[src/rtl/microcode_sequencer.sv]
// rtl/microcode_sequencer.sv - T-state microcode sequencer with halt and single-step
//
// Ports:
//   clk         rising-edge clock
//   rst         synchronous active-low reset
//   insn        instruction register; opcode is the top OPCODE_W bits
//   step_en     advance enable; low freezes the sequencer
//   carry_flag  registered ALU carry, consulted by JC at T2
//   zero_flag   registered ALU zero, consulted by JZ at T2
//   hlt..fi     control strobes, combinational decode of the current T-state
//   step        current T-state
//   done        high during the last T-state of the current instruction
module microcode_sequencer #(
    parameter int INSN_W    = 8,
    parameter int OPCODE_W  = 4,
    parameter int MAX_STEPS = 5,
    localparam int STEP_W   = $clog2(MAX_STEPS)
) (
    input  logic              clk,
    input  logic              rst,
    input  logic [INSN_W-1:0] insn,
    input  logic              step_en,
    input  logic              carry_flag,
    input  logic              zero_flag,
    output logic              hlt,
    output logic              mi,
    output logic              ri,
    output logic              ro,
    output logic              io,
    output logic              ii,
    output logic              ai,
    output logic              ao,
    output logic              sumo,
    output logic              sub,
    output logic              bi,
    output logic              oi,
    output logic              ce,
    output logic              co,
    output logic              j,
    output logic              fi,
    output logic [STEP_W-1:0] step,
    output logic              done
);

    // Bit positions in the internal control word.
    localparam int B_HLT  = 15;
    localparam int B_MI   = 14;
    localparam int B_RI   = 13;
    localparam int B_RO   = 12;
    localparam int B_IO   = 11;
    localparam int B_II   = 10;
    localparam int B_AI   = 9;
    localparam int B_AO   = 8;
    localparam int B_SUMO = 7;
    localparam int B_SUB  = 6;
    localparam int B_BI   = 5;
    localparam int B_OI   = 4;
    localparam int B_CE   = 3;
    localparam int B_CO   = 2;
    localparam int B_J    = 1;
    localparam int B_FI   = 0;

    localparam logic [OPCODE_W-1:0] OP_LDA = OPCODE_W'(1);
    localparam logic [OPCODE_W-1:0] OP_ADD = OPCODE_W'(2);
    localparam logic [OPCODE_W-1:0] OP_SUB = OPCODE_W'(3);
    localparam logic [OPCODE_W-1:0] OP_STA = OPCODE_W'(4);
    localparam logic [OPCODE_W-1:0] OP_LDI = OPCODE_W'(5);
    localparam logic [OPCODE_W-1:0] OP_JMP = OPCODE_W'(6);
    localparam logic [OPCODE_W-1:0] OP_JC  = OPCODE_W'(7);
    localparam logic [OPCODE_W-1:0] OP_JZ  = OPCODE_W'(8);
    localparam logic [OPCODE_W-1:0] OP_HLT = '1;
    localparam logic [OPCODE_W-1:0] OP_OUT = OP_HLT - OPCODE_W'(1);

    localparam logic [STEP_W-1:0] T2     = STEP_W'(2);
    localparam logic [STEP_W-1:0] T3     = STEP_W'(3);
    localparam logic [STEP_W-1:0] T4     = STEP_W'(4);
    localparam logic [STEP_W-1:0] T_LAST = STEP_W'(MAX_STEPS - 1);

    logic [STEP_W-1:0]   step_q;
    logic                halted_q;
    logic [OPCODE_W-1:0] opcode;
    logic [STEP_W-1:0]   eff_step;
    logic                eff_halted;
    logic                en;
    logic [STEP_W-1:0]   last_step;
    logic [15:0]         ctl;
    logic                unused_insn;

    assign opcode      = insn[INSN_W-1 -: OPCODE_W];
    assign unused_insn = ^insn;

    // While reset is held the outputs already present T0, so the state
    // is masked here rather than waiting for the reset edge.
    assign eff_step   = rst ? step_q : '0;
    assign eff_halted = rst & halted_q;
    assign en         = step_en | ~rst;

    always_comb begin
        ctl       = '0;
        done      = 1'b0;
        last_step = T2;

        case (opcode)
            OP_LDA, OP_STA: last_step = T3;
            OP_ADD, OP_SUB: last_step = T4;
            default:        last_step = T2;
        endcase

        if (eff_halted) begin
            ctl[B_HLT] = 1'b1;
        end else begin
            done = (eff_step == last_step);
            case (eff_step)
                STEP_W'(0): begin
                    ctl[B_MI] = 1'b1;
                    ctl[B_CO] = 1'b1;
                end
                STEP_W'(1): begin
                    ctl[B_RO] = 1'b1;
                    ctl[B_II] = 1'b1;
                    ctl[B_CE] = 1'b1;
                end
                T2: begin
                    case (opcode)
                        OP_LDA, OP_ADD, OP_SUB, OP_STA: begin
                            ctl[B_IO] = 1'b1;
                            ctl[B_MI] = 1'b1;
                        end
                        OP_LDI: begin
                            ctl[B_IO] = 1'b1;
                            ctl[B_AI] = 1'b1;
                        end
                        OP_JMP: begin
                            ctl[B_IO] = 1'b1;
                            ctl[B_J]  = 1'b1;
                        end
                        OP_JC: begin
                            ctl[B_IO] = carry_flag;
                            ctl[B_J]  = carry_flag;
                        end
                        OP_JZ: begin
                            ctl[B_IO] = zero_flag;
                            ctl[B_J]  = zero_flag;
                        end
                        OP_OUT: begin
                            ctl[B_AO] = 1'b1;
                            ctl[B_OI] = 1'b1;
                        end
                        OP_HLT: ctl[B_HLT] = 1'b1;
                        default: ;
                    endcase
                end
                T3: begin
                    case (opcode)
                        OP_LDA: begin
                            ctl[B_RO] = 1'b1;
                            ctl[B_AI] = 1'b1;
                        end
                        OP_ADD, OP_SUB: begin
                            ctl[B_RO] = 1'b1;
                            ctl[B_BI] = 1'b1;
                        end
                        OP_STA: begin
                            ctl[B_AO] = 1'b1;
                            ctl[B_RI] = 1'b1;
                        end
                        default: ;
                    endcase
                end
                T4: begin
                    if (opcode == OP_ADD || opcode == OP_SUB) begin
                        ctl[B_SUMO] = 1'b1;
                        ctl[B_AI]   = 1'b1;
                        ctl[B_FI]   = 1'b1;
                        ctl[B_SUB]  = (opcode == OP_SUB);
                    end
                end
                default: ;
            endcase
            // Single-step freeze: hlt stays visible so a paused HLT is still seen.
            if (!en) begin
                ctl = ctl & 16'h8000;
            end
        end
    end

    always_ff @(posedge clk) begin
        if (!rst) begin
            step_q   <= '0;
            halted_q <= 1'b0;
        end else if (halted_q) begin
            step_q <= '0;
        end else if (step_en) begin
            if (done || step_q == T_LAST) begin
                step_q <= '0;
            end else begin
                step_q <= step_q + STEP_W'(1);
            end
            if (step_q == T2 && opcode == OP_HLT) begin
                halted_q <= 1'b1;
            end
        end
    end

    assign step = eff_step;
    assign hlt  = ctl[B_HLT];
    assign mi   = ctl[B_MI];
    assign ri   = ctl[B_RI];
    assign ro   = ctl[B_RO];
    assign io   = ctl[B_IO];
    assign ii   = ctl[B_II];
    assign ai   = ctl[B_AI];
    assign ao   = ctl[B_AO];
    assign sumo = ctl[B_SUMO];
    assign sub  = ctl[B_SUB];
    assign bi   = ctl[B_BI];
    assign oi   = ctl[B_OI];
    assign ce   = ctl[B_CE];
    assign co   = ctl[B_CO];
    assign j    = ctl[B_J];
    assign fi   = ctl[B_FI];

endmodule
[config.mk]
export PLATFORM = sky130hd
export DESIGN_NAME = microcode_sequencer
export DESIGN_NICKNAME = d
export VERILOG_FILES = /design/src/rtl/microcode_sequencer.sv
export SDC_FILE = /design/constraint.sdc
export NUM_CORES = 1
export LEC_CHECK = 0
export BUFFER_PORTS_ARGS = -buffer_cell sky130_fd_sc_hd__buf_2
export CAP_MARGIN = 0
export CORE_MARGIN = 8
export CORE_UTILIZATION = 44
export DETAILED_ROUTE_END_ITERATION = 10
export PLACE_DENSITY = 0.76
export SYNTH_ARGS = -nofsm -noshare
export SYNTH_HDL_FRONTEND = slang
export SYNTH_SLANG_ARGS = --single-unit
[constraint.sdc]
create_clock -name clk -period 1.8 [get_ports clk]
set_input_delay 0.09 -clock clk [delete_from_list [all_inputs] [get_ports clk]]
set_output_delay 0.09 -clock clk [all_outputs]
set_load 0.02 [all_outputs]
After elaboration in Yosys (flattened, before gate mapping)
Index checks and enable logic that the tools add are counted.

word-level totals
  bits in registers = 4
  input bits = 13
  output and inout bits = 20
  word-level logic and storage cells = 69

cells by class
  $add $sub $neg = 1
  equality and inequality tests = 17
  mux-type cells = 36
  bitwise operators = 3
  reductions and logical operators = 10

operators with widths
  cell                   count
  $mux W15               2
  $mux W1                23
  $eq A4 B3 Y1 const B   4
  $eq A4 B4 Y1 const B   3
  $eq A3 B2 Y1 const B   3
  $pmux W1 S3            3
  $eq A4 B2 Y1 const B   2
  $eq A3 B3 Y1 const B   2
  $mux W3                2
  $pmux W1 S2            3
  $pmux W3 S2            1
  $reduce_or A2 Y1       3
  $reduce_or A6 Y1       1
  $eq A4 B1 Y1 const B   1
  $mux W2                2
  $reduce_or A4 Y1       1
  $add A3 B1 Y3 const B  1
  $eq A3 B1 Y1 const B   1
  $eq A3 B3 Y1           1
  $logic_not A3 Y1       1
  $reduce_or A3 Y1       1
  $logic_or A1 B1 Y1     2
  $and A1 B1 Y1          1
  $logic_and A1 B1 Y1    1
  other kinds (2)        2

Logic depth before layout (Yosys ltp)
  depth in word-level cells = 7
  depth in mapped cells = 7
  depth with buffers taken out = 6

Worst setup path after synthesis
No wires, ideal clock.

  path type = register to output
  from = register step_q[0]
  to = output ro
  arrival = 1.753 ns
  required time = 1.710 ns
  path slack = -0.043 ns
  cell stages (with the launch flop) = 5
  path buffers = 1
  cells stage by stage = dfxtp_1 buf_2 inv_2 nor4_1 o21bai_1

on the way
  longest elaborated chain between the ends = 5
  elaborated cells between the ends (all ways) = 6
  those cells by class = eq/ne (2); mux (4)

RTL lines
  item                                          RTL line  RTL
  start: declaration                            79        logic [STEP_W-1:0] step_q;
  start signal: assignment                      197       step_q <= step_q + STEP_W'(1);
  $mux W3 *                                     94        assign eff_step = rst ? step_q : '0;
  $eq A3 B2 Y1 or $eq A3 B1 Y1 (tied branches)  113       case (eff_step)
  $pmux W1 S2 *                                 113
  $mux W15 *                                    181       if (!en) begin
  $mux W15 *                                    109       if (eff_halted) begin
  end: declaration                              28        output logic ro,

Mark *: on every way between the ends. The rest lies on a longest branch, timed or not.

Worst setup path in the final report
  from = register step_q[2]
  to = output oi

on the way
  longest elaborated chain between the ends = 5

RTL lines
  item              RTL line  RTL
  $mux W3           94
  $eq A3 B2 Y1      113
  $mux W1           113
  $mux W15          181
  $mux W15          109
  end: declaration  36        output logic oi,

Every way passes these cells.

==> results.yml <==
yosys:
  ys_types: 40
  synthesis.area_sq_um: 664
  async_flop_share: 0
  synthCells: 97
  ys.flop_type: "dfxtp_1"
  synth-edff-count: 0
  syn_nets: 113
  yosys_warnings: 0
  synth.avg_cell_area_sq_um: 6.85
  yosysSeqAreaShare: 0.121
  synth_seq_cells: 4
final_layout:
  layout_common_cells: "buf_2 (27), nand2_1 (11), nor2_1 (8), inv_1 (7), a21oi_1 (6)"
  multi_input_area_sq_um: 508
  antenna_cells: 0
  nets: 140
  final_cells: 138
  post-route-util: 0.572
  mostFrequentLayoutCell: "buf_2"
  drive_gt1_frac: 0.385
  fillerInstances: 151
  final-seq-area_sq_um: 82.6
  area.growth.synth_to_final_pct: 25.2
placed_design:
  dp_cells: 135
  io_buffers: 28
  hpwl_um: 1510
  gp_congestion: 0.873
floorplanning:
  initial_utilization: 0.457
  dieArea_sq_mm: 0.00301
  die_x_um: 54.9
  dieHeight_um: 54.9
  num_rows: 14
  io_pins: 33
  coreArea_sq_mm: 0.00145
drt:
  drc: 0
  met3_length_um: 125
  drt-pass1-iter-count: 4
  wl_met2_um: 994
  vias_per_cell: 5.71
  highest_layer: "met4"
  antenna_left: 0
  detailedRoute.firstIterationViolations: 17
  vias: 788
  routed_wl_um: 1910
  wl_per_cell_um: 13.9
  drt-met1-wl_um: 775
grt:
  grt_pass1_vias: 692
  grt_pass1_wl_um: 2970
  gr-total-overflow: 0
  antenna_found_initial: 0
  grt_usage: 0.128
  grt_max_degree: 13
clock_tree:
  clkLatencyLatePin_ps: 230
  post_cts_buffers: 0
  cts_tree: "yes"
  root_buffer: "clkbuf_4"
  numCtsBuffers: 3
  cts_buffer_depth: 2
  cts.clk_slew.worst_paths_ps: 40
  cts.sinks: 4
  cts_max_level: 1
  hold_buffers: 0
setup_path:
  worstSetupStartpointType: "flip-flop"
  slowest_delay_ps: 360
  critical_path.slowest_cell: "or3_4"
  worstPathMaxFanout: 9
  worstSetupEndpointType: "output port"
  cp.depth: 4
  setup.worst_path.class: "flip-flop to output port"
  worstPathArrival_ps: 1620
  r2r_cells: 6
  path_cells: "nand2b_4 -> or3_4 -> nor4_1 -> buf_2"
  worstPathRequired_ps: 1710
  r2r-end: "step_q[1]"
  critPathTopFamily: "simple AND/OR/NAND/NOR gates"
  reg2reg_setup_slack_ps: 300
  timing.rr.start: "step_q[0]"
  path_buf_inv: 1
timing:
  tightest_slew_ps: 440
  rsz0062_at_grt: "no"
  fin_skew_ps: 0.809
  max_slew_margin: 0.703
  finalCriticalPeriod_ps: 1710
  setup_viol: 0
  finalMaxSlewViolations: 0
  post-route-period-util: 0.950
  max_freq_ghz: 0.585
  hold_slack_ps: 152
  hold_viol_final: 0
run_status:
  outcome: "complete, no violations"
run:
  maxCapViolCount: 0
pwr:
  peakVddDrop_v: 0.000354
  total_power_mw: 0.336
  powerDensity_mw_per_mm2: 404
  p_leak_nw: 0.410
min_path:
  worstHoldStart: "rst"
  worstHoldPathType: "primary input to flip-flop"
  whs_path_depth: 2
  holdPathEnd: "halted_q"
timing repair:
item | in CTS | in global routing
endpoints found under the setup margin | 2 | 6
gates resized for setup | 2 | 3
endpoints found under the hold margin | 0 | 0
pin swaps | 0 | 1
state kept, by name, indices dropped and copies added, names as in the netlist:
register	count
step_q	3
halted_q	1
stage by stage:
| step | area, sq um | setup slack, ps | setup TNS, ps |
|---|---|---|---|
| 4_1_cts | 827 | 5.97 | 0 |
| 2_1_floorplan | 671 | -4.53 | -4.53 |
| 6_report | 832 | 90.5 | 0 |
| 3_3_place_gp | 797 | 219 | 0 |
| 5_1_grt | 832 | 38.7 | 0 |
| 3_5_place_dp | 797 | 213 | 0 |
synth_stat cells, types with 3 or more instances:
library cell	number	area [sq um]
o21ai_0	3	15.0
inv_1	7	26.3
ha_1	3	37.5
dfxtp_1	4	80.1
nand2_1	11	41.3
buf_4	3	22.5
nor2_1	9	33.8
and2_1	3	18.8
buf_2	3	15.0
a21oi_1	6	30.0
nor3_1	5	25.0
logic make-up after synthesis:
family / count (synthesis) / synth area share
xor+xnor: 1 / 0.0245
buf+inv: 18 / 0.136
simple gates: 47 / 0.412
compound gates: 24 / 0.250
flops: 4 / 0.121
fa+ha+maj: 3 / 0.0565
power by group:
group,total (mW),internal (mW),switching (mW)
Clock,0.108,0.0743,0.0332
Sequential,0.101,0.0935,0.00739
Combinational,0.128,0.0459,0.0820
Total,0.336,0.214,0.123
how the worst max path moves through the flow:
stage,start,to,slack [ps]
floorplan,step_q[1],oi,-5
global placement,step_q[0],step_q[1],220
detailed placement,step_q[2],ri,210
CTS,step_q[2],ri,6
global route,halted_q,sub,40
finish,step_q[2],oi,90
layer usage:
layer	GRT usage	vias up
met5	0	-
li1	-	400
met2	0.223	23
met4	0.0574	0
met3	0.0109	2
met1	0.153	363
final cells by class:
class / instances / area share
Tap cell: 16 / 0.0241
Sequential cell: 4 / 0.0992
Timing Repair Buffer: 31 / 0.198
Multi-Input combinational cell: 75 / 0.611
Inverter: 9 / 0.0406
Clock buffer: 3 / 0.0271
(Power assumes the default switching activity.)
